### config.mk
export PLATFORM = sky130hd
export DESIGN_NAME = vc_credit_tx_port
export DESIGN_NICKNAME = d
export VERILOG_FILES = /design/src/rtl/vc_credit_tx_port.sv
export SDC_FILE = /design/constraint.sdc
export NUM_CORES = 1
export LEC_CHECK = 0
export CORE_UTILIZATION = 30
export DETAILED_ROUTE_END_ITERATION = 12
export PLACE_DENSITY = 0.72
export SYNTH_ARGS = -nofsm -noshare
export SYNTH_HDL_FRONTEND = slang
export SYNTH_SLANG_ARGS = --single-unit
### constraint.sdc
create_clock -name clk -period 3.8 [get_ports clk]
set_clock_uncertainty 0.1 [all_clocks]
set_input_delay 0.76 -clock clk [delete_from_list [all_inputs] [get_ports clk]]
set_output_delay 0.76 -clock clk [all_outputs]
set_load 0.02 [all_outputs]
### src/rtl/vc_credit_tx_port.sv
// Credit-based upstream transmitter: round-robin picks one VC per cycle among those with a
// pending flit and a free downstream slot, and registers that flit onto the buffer write port.
module vc_credit_tx_port #(
    parameter int DATA_WIDTH   = 32,
    parameter int BUF_BITS     = 1,
    parameter int Q_DEPTH_BITS = 3
) (
    input  logic                                            clk,
    input  logic                                            reset,
    input  logic [(1<<BUF_BITS)-1:0]                        src_valid,
    input  logic [(1<<BUF_BITS)*DATA_WIDTH-1:0]             src_data,
    output logic [(1<<BUF_BITS)-1:0]                        src_ready,
    input  logic                                            credit_in,
    input  logic [BUF_BITS-1:0]                             credit_vc,
    output logic                                            wrtEn,
    output logic [DATA_WIDTH-1:0]                           write_data,
    output logic [BUF_BITS-1:0]                             in_vc,
    output logic [(1<<BUF_BITS)*(Q_DEPTH_BITS+1)-1:0]       credits,
    output logic                                            credit_err,
    output logic                                            dbg_state
);
    localparam int NUM_VC = 1 << BUF_BITS;
    localparam int CW     = Q_DEPTH_BITS + 1;
    localparam int CW1    = CW + 1;
    localparam int CMAX   = 1 << Q_DEPTH_BITS;

    typedef enum logic {IDLE = 1'b0, SEND = 1'b1} state_t;

    // Handshake: src_ready[v] is a one-hot pop strobe in the grant cycle; the source must
    // treat (src_valid[v] && src_ready[v]) at a rising edge as the flit being consumed.

    state_t                  state_q, state_d;
    logic [CW-1:0]           credit_q [NUM_VC];
    logic [CW-1:0]           credit_d [NUM_VC];
    logic [BUF_BITS-1:0]     rr_ptr_q, rr_ptr_d;
    logic [DATA_WIDTH-1:0]   write_data_q, write_data_d;
    logic [BUF_BITS-1:0]     in_vc_q, in_vc_d;
    logic                    err_q, err_d;

    logic [NUM_VC-1:0]       eligible;
    logic                    any_elig;
    logic [BUF_BITS-1:0]     gnt_vc;
    logic [NUM_VC-1:0]       gnt_oh;

    // Eligibility only sees the registered count, so a credit returning to an empty VC
    // becomes usable one cycle later.
    always_comb begin
        eligible = '0;
        for (int v = 0; v < NUM_VC; v++) begin
            eligible[v] = src_valid[v] && (credit_q[v] != '0);
        end
    end

    always_comb begin
        logic [BUF_BITS-1:0] idx;
        any_elig = 1'b0;
        gnt_vc   = '0;
        idx      = '0;
        for (int i = 0; i < NUM_VC; i++) begin
            idx = rr_ptr_q + BUF_BITS'(i);
            if (!any_elig && eligible[idx]) begin
                any_elig = 1'b1;
                gnt_vc   = idx;
            end
        end
        gnt_oh = any_elig ? (NUM_VC'(1) << gnt_vc) : '0;
    end

    assign src_ready = gnt_oh;

    always_comb begin
        write_data_d = write_data_q;
        in_vc_d      = in_vc_q;
        rr_ptr_d     = rr_ptr_q;
        if (any_elig) begin
            write_data_d = src_data[int'(gnt_vc)*DATA_WIDTH +: DATA_WIDTH];
            in_vc_d      = gnt_vc;
            rr_ptr_d     = gnt_vc + BUF_BITS'(1);
        end
    end

    // One extra bit of headroom lets a return to a full counter be detected and clamped.
    always_comb begin
        logic [CW1-1:0] sum;
        logic           ret;
        err_d = err_q;
        sum   = '0;
        ret   = 1'b0;
        for (int v = 0; v < NUM_VC; v++) begin
            ret = credit_in && (credit_vc == BUF_BITS'(v));
            sum = {1'b0, credit_q[v]} - CW1'(gnt_oh[v]) + CW1'(ret);
            if (sum > CW1'(CMAX)) begin
                credit_d[v] = CW'(CMAX);
                err_d       = 1'b1;
            end else begin
                credit_d[v] = sum[CW-1:0];
            end
        end
    end

    always_comb begin
        state_d = state_q;
        case (state_q)
            IDLE:    if (any_elig)  state_d = SEND;
            SEND:    if (!any_elig) state_d = IDLE;
            default: state_d = IDLE;
        endcase
    end

    always_comb begin
        wrtEn     = (state_q == SEND);
        dbg_state = state_q;
    end

    always_ff @(posedge clk or negedge reset) begin
        if (!reset) begin
            state_q      <= IDLE;
            rr_ptr_q     <= '0;
            write_data_q <= '0;
            in_vc_q      <= '0;
            err_q        <= 1'b0;
            for (int v = 0; v < NUM_VC; v++) credit_q[v] <= CW'(CMAX);
        end else begin
            state_q      <= state_d;
            rr_ptr_q     <= rr_ptr_d;
            write_data_q <= write_data_d;
            in_vc_q      <= in_vc_d;
            err_q        <= err_d;
            for (int v = 0; v < NUM_VC; v++) credit_q[v] <= credit_d[v];
        end
    end

    always_comb begin
        credits = '0;
        for (int v = 0; v < NUM_VC; v++) credits[v*CW +: CW] = credit_q[v];
    end

    assign write_data = write_data_q;
    assign in_vc      = in_vc_q;
    assign credit_err = err_q;

endmodule

==> impl_metrics.sql <==
INSERT INTO impl_metrics (metric_group, metric, value, unit) VALUES
('run_status', 'run_status', 'completed', ''),
('run', 'max_cap_viol_count', '0', ''),
('global_routing', 'grt_overflow_total', '0', ''),
('power_and_ir_drop', 'switching_share', '41.2', '%'),
('global_routing', 'grt_first_pass_wirelength', '10100', 'um'),
('drt', 'detail-route-antenna-nets', '0', ''),
('drt', 'maxUsedRoutingLayer', 'met4', ''),
('logic_synthesis', 'yosys_warnings', '0', ''),
('global_routing', 'globalRouteTotalUtil', '15.3', '%'),
('power_and_ir_drop', 'power.net_switching', '1.15', 'mW'),
('logic_synthesis', 'yosysSeqAreaShare', '46.9', '%'),
('sta', 'setup_viol', '0', ''),
('sta', 'fmaxAchievable', '289', 'MHz'),
('placed_design', 'detailed_placement_hpwl', '4420', 'um'),
('clock_tree', 'clock_insertion_delay_at_the_later_pin_of_the_skew_report', '0.29', 'ns'),
('floorplan', 'chipWidth', '90.5', 'um'),
('floorplan', 'initial_utilization', '31.7', '%'),
('clock_tree', 'cts.repair.resized', '0', ''),
('setup_path', 'critical_path_depth', '8', ''),
('clock_tree', 'clock-sinks', '44', ''),
('setup_path', 'critical_path_buf_inv_count', '4', ''),
('floorplan', 'boundaryPins', '116', ''),
('drt', 'vias_per_cell', '4.61', ''),
('floorplan', 'placeableCoreArea', '7410', 'um^2'),
('drt', 'drtPass1Iterations', '4', ''),
('clock_tree', 'numCtsBuffers', '5', ''),
('worst_hold_path', 'min_delay_path_depth', '2', ''),
('floorplan', 'die-height', '90.5', 'um'),
('setup_path', 'critPathMaxStageDelay', '0.68', 'ns'),
('sta', 'hold-worst-slack', '0.405', 'ns'),
('logic_synthesis', 'post_synth_inst_count', '267', ''),
('worst_hold_path', 'hold_path_startpoint', 'in_vc', ''),
('logic_synthesis', 'post_synth_instance_area', '2350', 'um^2'),
('sta', 'timing_hold_violations_final', '0', ''),
('layout', 'final_layout_size_suffix_gt1_share', '5.01', '%'),
('clock_tree', 'cts_h_tree_depth', '2', ''),
('clock_tree', 'clock-root-buffer', 'sky130_fd_sc_hd__clkbuf_8', ''),
('setup_path', 'timing.rr.end', 'credits[1]', ''),
('layout', 'num_antenna_cells', '0', ''),
('worst_hold_path', 'worstHoldEndpoint', 'in_vc', ''),
('logic_synthesis', 'yosys.cell_types.count', '33', ''),
('drt', 'detail_route.wirelength.met1', '2730', 'um'),
('power_and_ir_drop', 'power_per_cell_area', '764', 'nW/um^2'),
('sta', 'final_worst_path_cycle_share', '90.9', '%'),
('power_and_ir_drop', 'pwr-share-comb', '58.4', '%'),
('layout', 'top_library_cells_by_usage_in_the_layout_fill_and_taps_aside', '114 x sky130_fd_sc_hd__clkdlybuf4s50_1, 72 x sky130_fd_sc_hd__nand2_1, 42 x sky130_fd_sc_hd__dfrtp_1', ''),
('placed_design', 'final_weighted_congestion_in_routability_driven_placement', '0.903', ''),
('power_and_ir_drop', 'totalPowerFinal', '2.79', 'mW'),
('setup_path', 'crit_arrival', '2.60', 'ns'),
('global_routing', 'grt_antenna_before_repair', '0', ''),
('drt', 'finalWirelength', '6020', 'um'),
('setup_path', 'cp_max_fo', '33', ''),
('drt', 'post-route-drc-count', '0', ''),
('global_routing', 'vias_in_the_first_global_route', '2127', ''),
('clock_tree', 'cts_tree', 'yes', ''),
('sta', 'timing.final.max_slew_violations', '0', ''),
('setup_path', 'critPathCaptureType', 'primary output', ''),
('logic_synthesis', 'synth-seq-cells', '44', ''),
('power_and_ir_drop', 'internal_dissipation', '1.64', 'mW'),
('logic_synthesis', 'synthDominantAreaCellType', 'sky130_fd_sc_hd__dfrtp_1', ''),
('logic_synthesis', 'netlist_top_cells_area', 'sky130_fd_sc_hd__dfrtp_1 45%, sky130_fd_sc_hd__nand2_1 12%, sky130_fd_sc_hd__a31oi_1 8.5%, sky130_fd_sc_hd__ha_1 6.4%, sky130_fd_sc_hd__nor2_1 6.2%', ''),
('setup_path', 'critPathLaunchType', 'flip-flop', ''),
('clock_tree', 'clk_pin_slew', '0.08', 'ns'),
('layout', 'syn2layout_area_growth', '55.2', '%'),
('sta', 'totalNegativeSetupSlack', '0', 'ns'),
('global_routing', 'grt_start_max_net_pins', '45', ''),
('sta', 'finalWorstPathRequiredPeriod', '3.46', 'ns'),
('drt', 'routed_wire_length_per_instance', '12.6', 'um'),
('sta', 'tightestPinTransition', '0.993', 'ns'),
('worst_hold_path', 'worst_hold_path_type', 'flip-flop to flip-flop', ''),
('layout', 'mostFrequentLayoutCell', 'sky130_fd_sc_hd__clkdlybuf4s50_1', '');
-- worst max path at each step --
stage	slack, ns	to	startpoint
after floorplan	0.34	credit_err	credits[6]
after global routing	0.17	src_ready[1]	credits[2]
after global placement	0.32	credit_err	src_valid[0]
final	0.34	src_ready[1]	credits[2]
after detailed placement	0.25	credit_err	src_valid[0]
after CTS	0.30	src_ready[1]	credits[2]
-- area by class of cell --
cell class	count	area (um^2)
Fill cell	694	3760
Inverter	17	66.3
Multi-Input combinational cell	192	1080
Tap cell	99	124
Sequential cell	44	1100
Clock buffer	6	72.6
Clock inverter	2	35.0
Timing Repair Buffer	118	1170
-- per-stage QoR --
| step | worst slack [ns] | area, um^2 | utilization (%) | instances |
|---|---|---|---|---|
| after floorplan | 0.336 | 2350 | - | 267 |
| after global placement | 0.323 | 3540 | 47.8 | 470 |
| after detailed placement | 0.246 | 3540 | 47.8 | 470 |
| after CTS | 0.305 | 3650 | 49.3 | 478 |
| after global routing | 0.175 | 3650 | 49.3 | 478 |
| final | 0.345 | 3650 | 49.3 | 478 |
-- cells in the mapped netlist --
library cell / count
sky130_fd_sc_hd__nand3_1: 1
sky130_fd_sc_hd__nor3b_1: 1
sky130_fd_sc_hd__buf_4: 3
sky130_fd_sc_hd__buf_2: 2
sky130_fd_sc_hd__buf_6: 5
sky130_fd_sc_hd__nand2b_1: 4
sky130_fd_sc_hd__a21o_1: 4
sky130_fd_sc_hd__dfstp_2: 2
sky130_fd_sc_hd__ha_1: 12
sky130_fd_sc_hd__nor4b_1: 1
sky130_fd_sc_hd__nor2_1: 39
sky130_fd_sc_hd__and2_4: 1
sky130_fd_sc_hd__o21ai_4: 1
sky130_fd_sc_hd__a32o_1: 1
sky130_fd_sc_hd__dfrtp_1: 42
sky130_fd_sc_hd__o2bb2ai_1: 1
sky130_fd_sc_hd__xnor2_1: 3
sky130_fd_sc_hd__or3b_1: 2
sky130_fd_sc_hd__fa_1: 2
sky130_fd_sc_hd__xor2_1: 2
sky130_fd_sc_hd__and3b_1: 1
sky130_fd_sc_hd__or2_2: 1
sky130_fd_sc_hd__inv_4: 1
sky130_fd_sc_hd__nand2_2: 1
sky130_fd_sc_hd__a21oi_1: 3
sky130_fd_sc_hd__a221oi_1: 2
sky130_fd_sc_hd__a2bb2oi_1: 2
sky130_fd_sc_hd__and3_1: 1
sky130_fd_sc_hd__clkbuf_1: 4
sky130_fd_sc_hd__nand2_1: 73
sky130_fd_sc_hd__a31oi_1: 32
sky130_fd_sc_hd__a211oi_1: 1
sky130_fd_sc_hd__inv_1: 16
-- sequential cells by signal, indices dropped and copies added (netlist names) --
register and count:
credit_err 1, credits 8, dbg_state 1, in_vc 1, rr_ptr_q 1, write_data 32
-- worst reg2reg max path, stage by stage, from the launching register on --
cell                        delay [ns]
sky130_fd_sc_hd__dfrtp_1          0.41
sky130_fd_sc_hd__inv_1            0.09
sky130_fd_sc_hd__ha_1             0.16
sky130_fd_sc_hd__or3b_1           0.39
sky130_fd_sc_hd__and2_4           0.19
sky130_fd_sc_hd__a21oi_1          0.20
sky130_fd_sc_hd__ha_1             0.26
sky130_fd_sc_hd__inv_1            0.06
sky130_fd_sc_hd__ha_1             0.15
sky130_fd_sc_hd__inv_1            0.05
sky130_fd_sc_hd__fa_1             0.41
sky130_fd_sc_hd__nand2b_1         0.16
sky130_fd_sc_hd__a2bb2oi_1        0.20
sky130_fd_sc_hd__xnor2_1          0.17
sky130_fd_sc_hd__a21o_1           0.18
sky130_fd_sc_hd__nor2_1           0.06
-- per-layer routing --
metal	GRT usage, %	vias to the layer above
li1	-	1102
met1	19.7	1020
met2	25.3	74
met3	4.21	7
met4	3.63	0
met5	0	-
-- power groups by stage --
stage | sequential [mW] | clock, mW | combinational (mW)
after global placement | 0.815 | 0 | 1.62
after global routing | 0.843 | 0.385 | 1.78
after detailed placement | 0.822 | 0 | 1.64
after CTS | 0.813 | 0.364 | 1.65
final | 0.810 | 0.350 | 1.63
after floorplan | 1.07 | 0 | 0.749
-- kinds of logic after synthesis --
logic type | synth area share (%)
simple gates | 22.1
xor+xnor | 1.86
flops | 46.9
compound gates | 13.7
buf+inv | 7.24
fa+ha+maj | 8.09
Power figures use the tool's default switching activity.
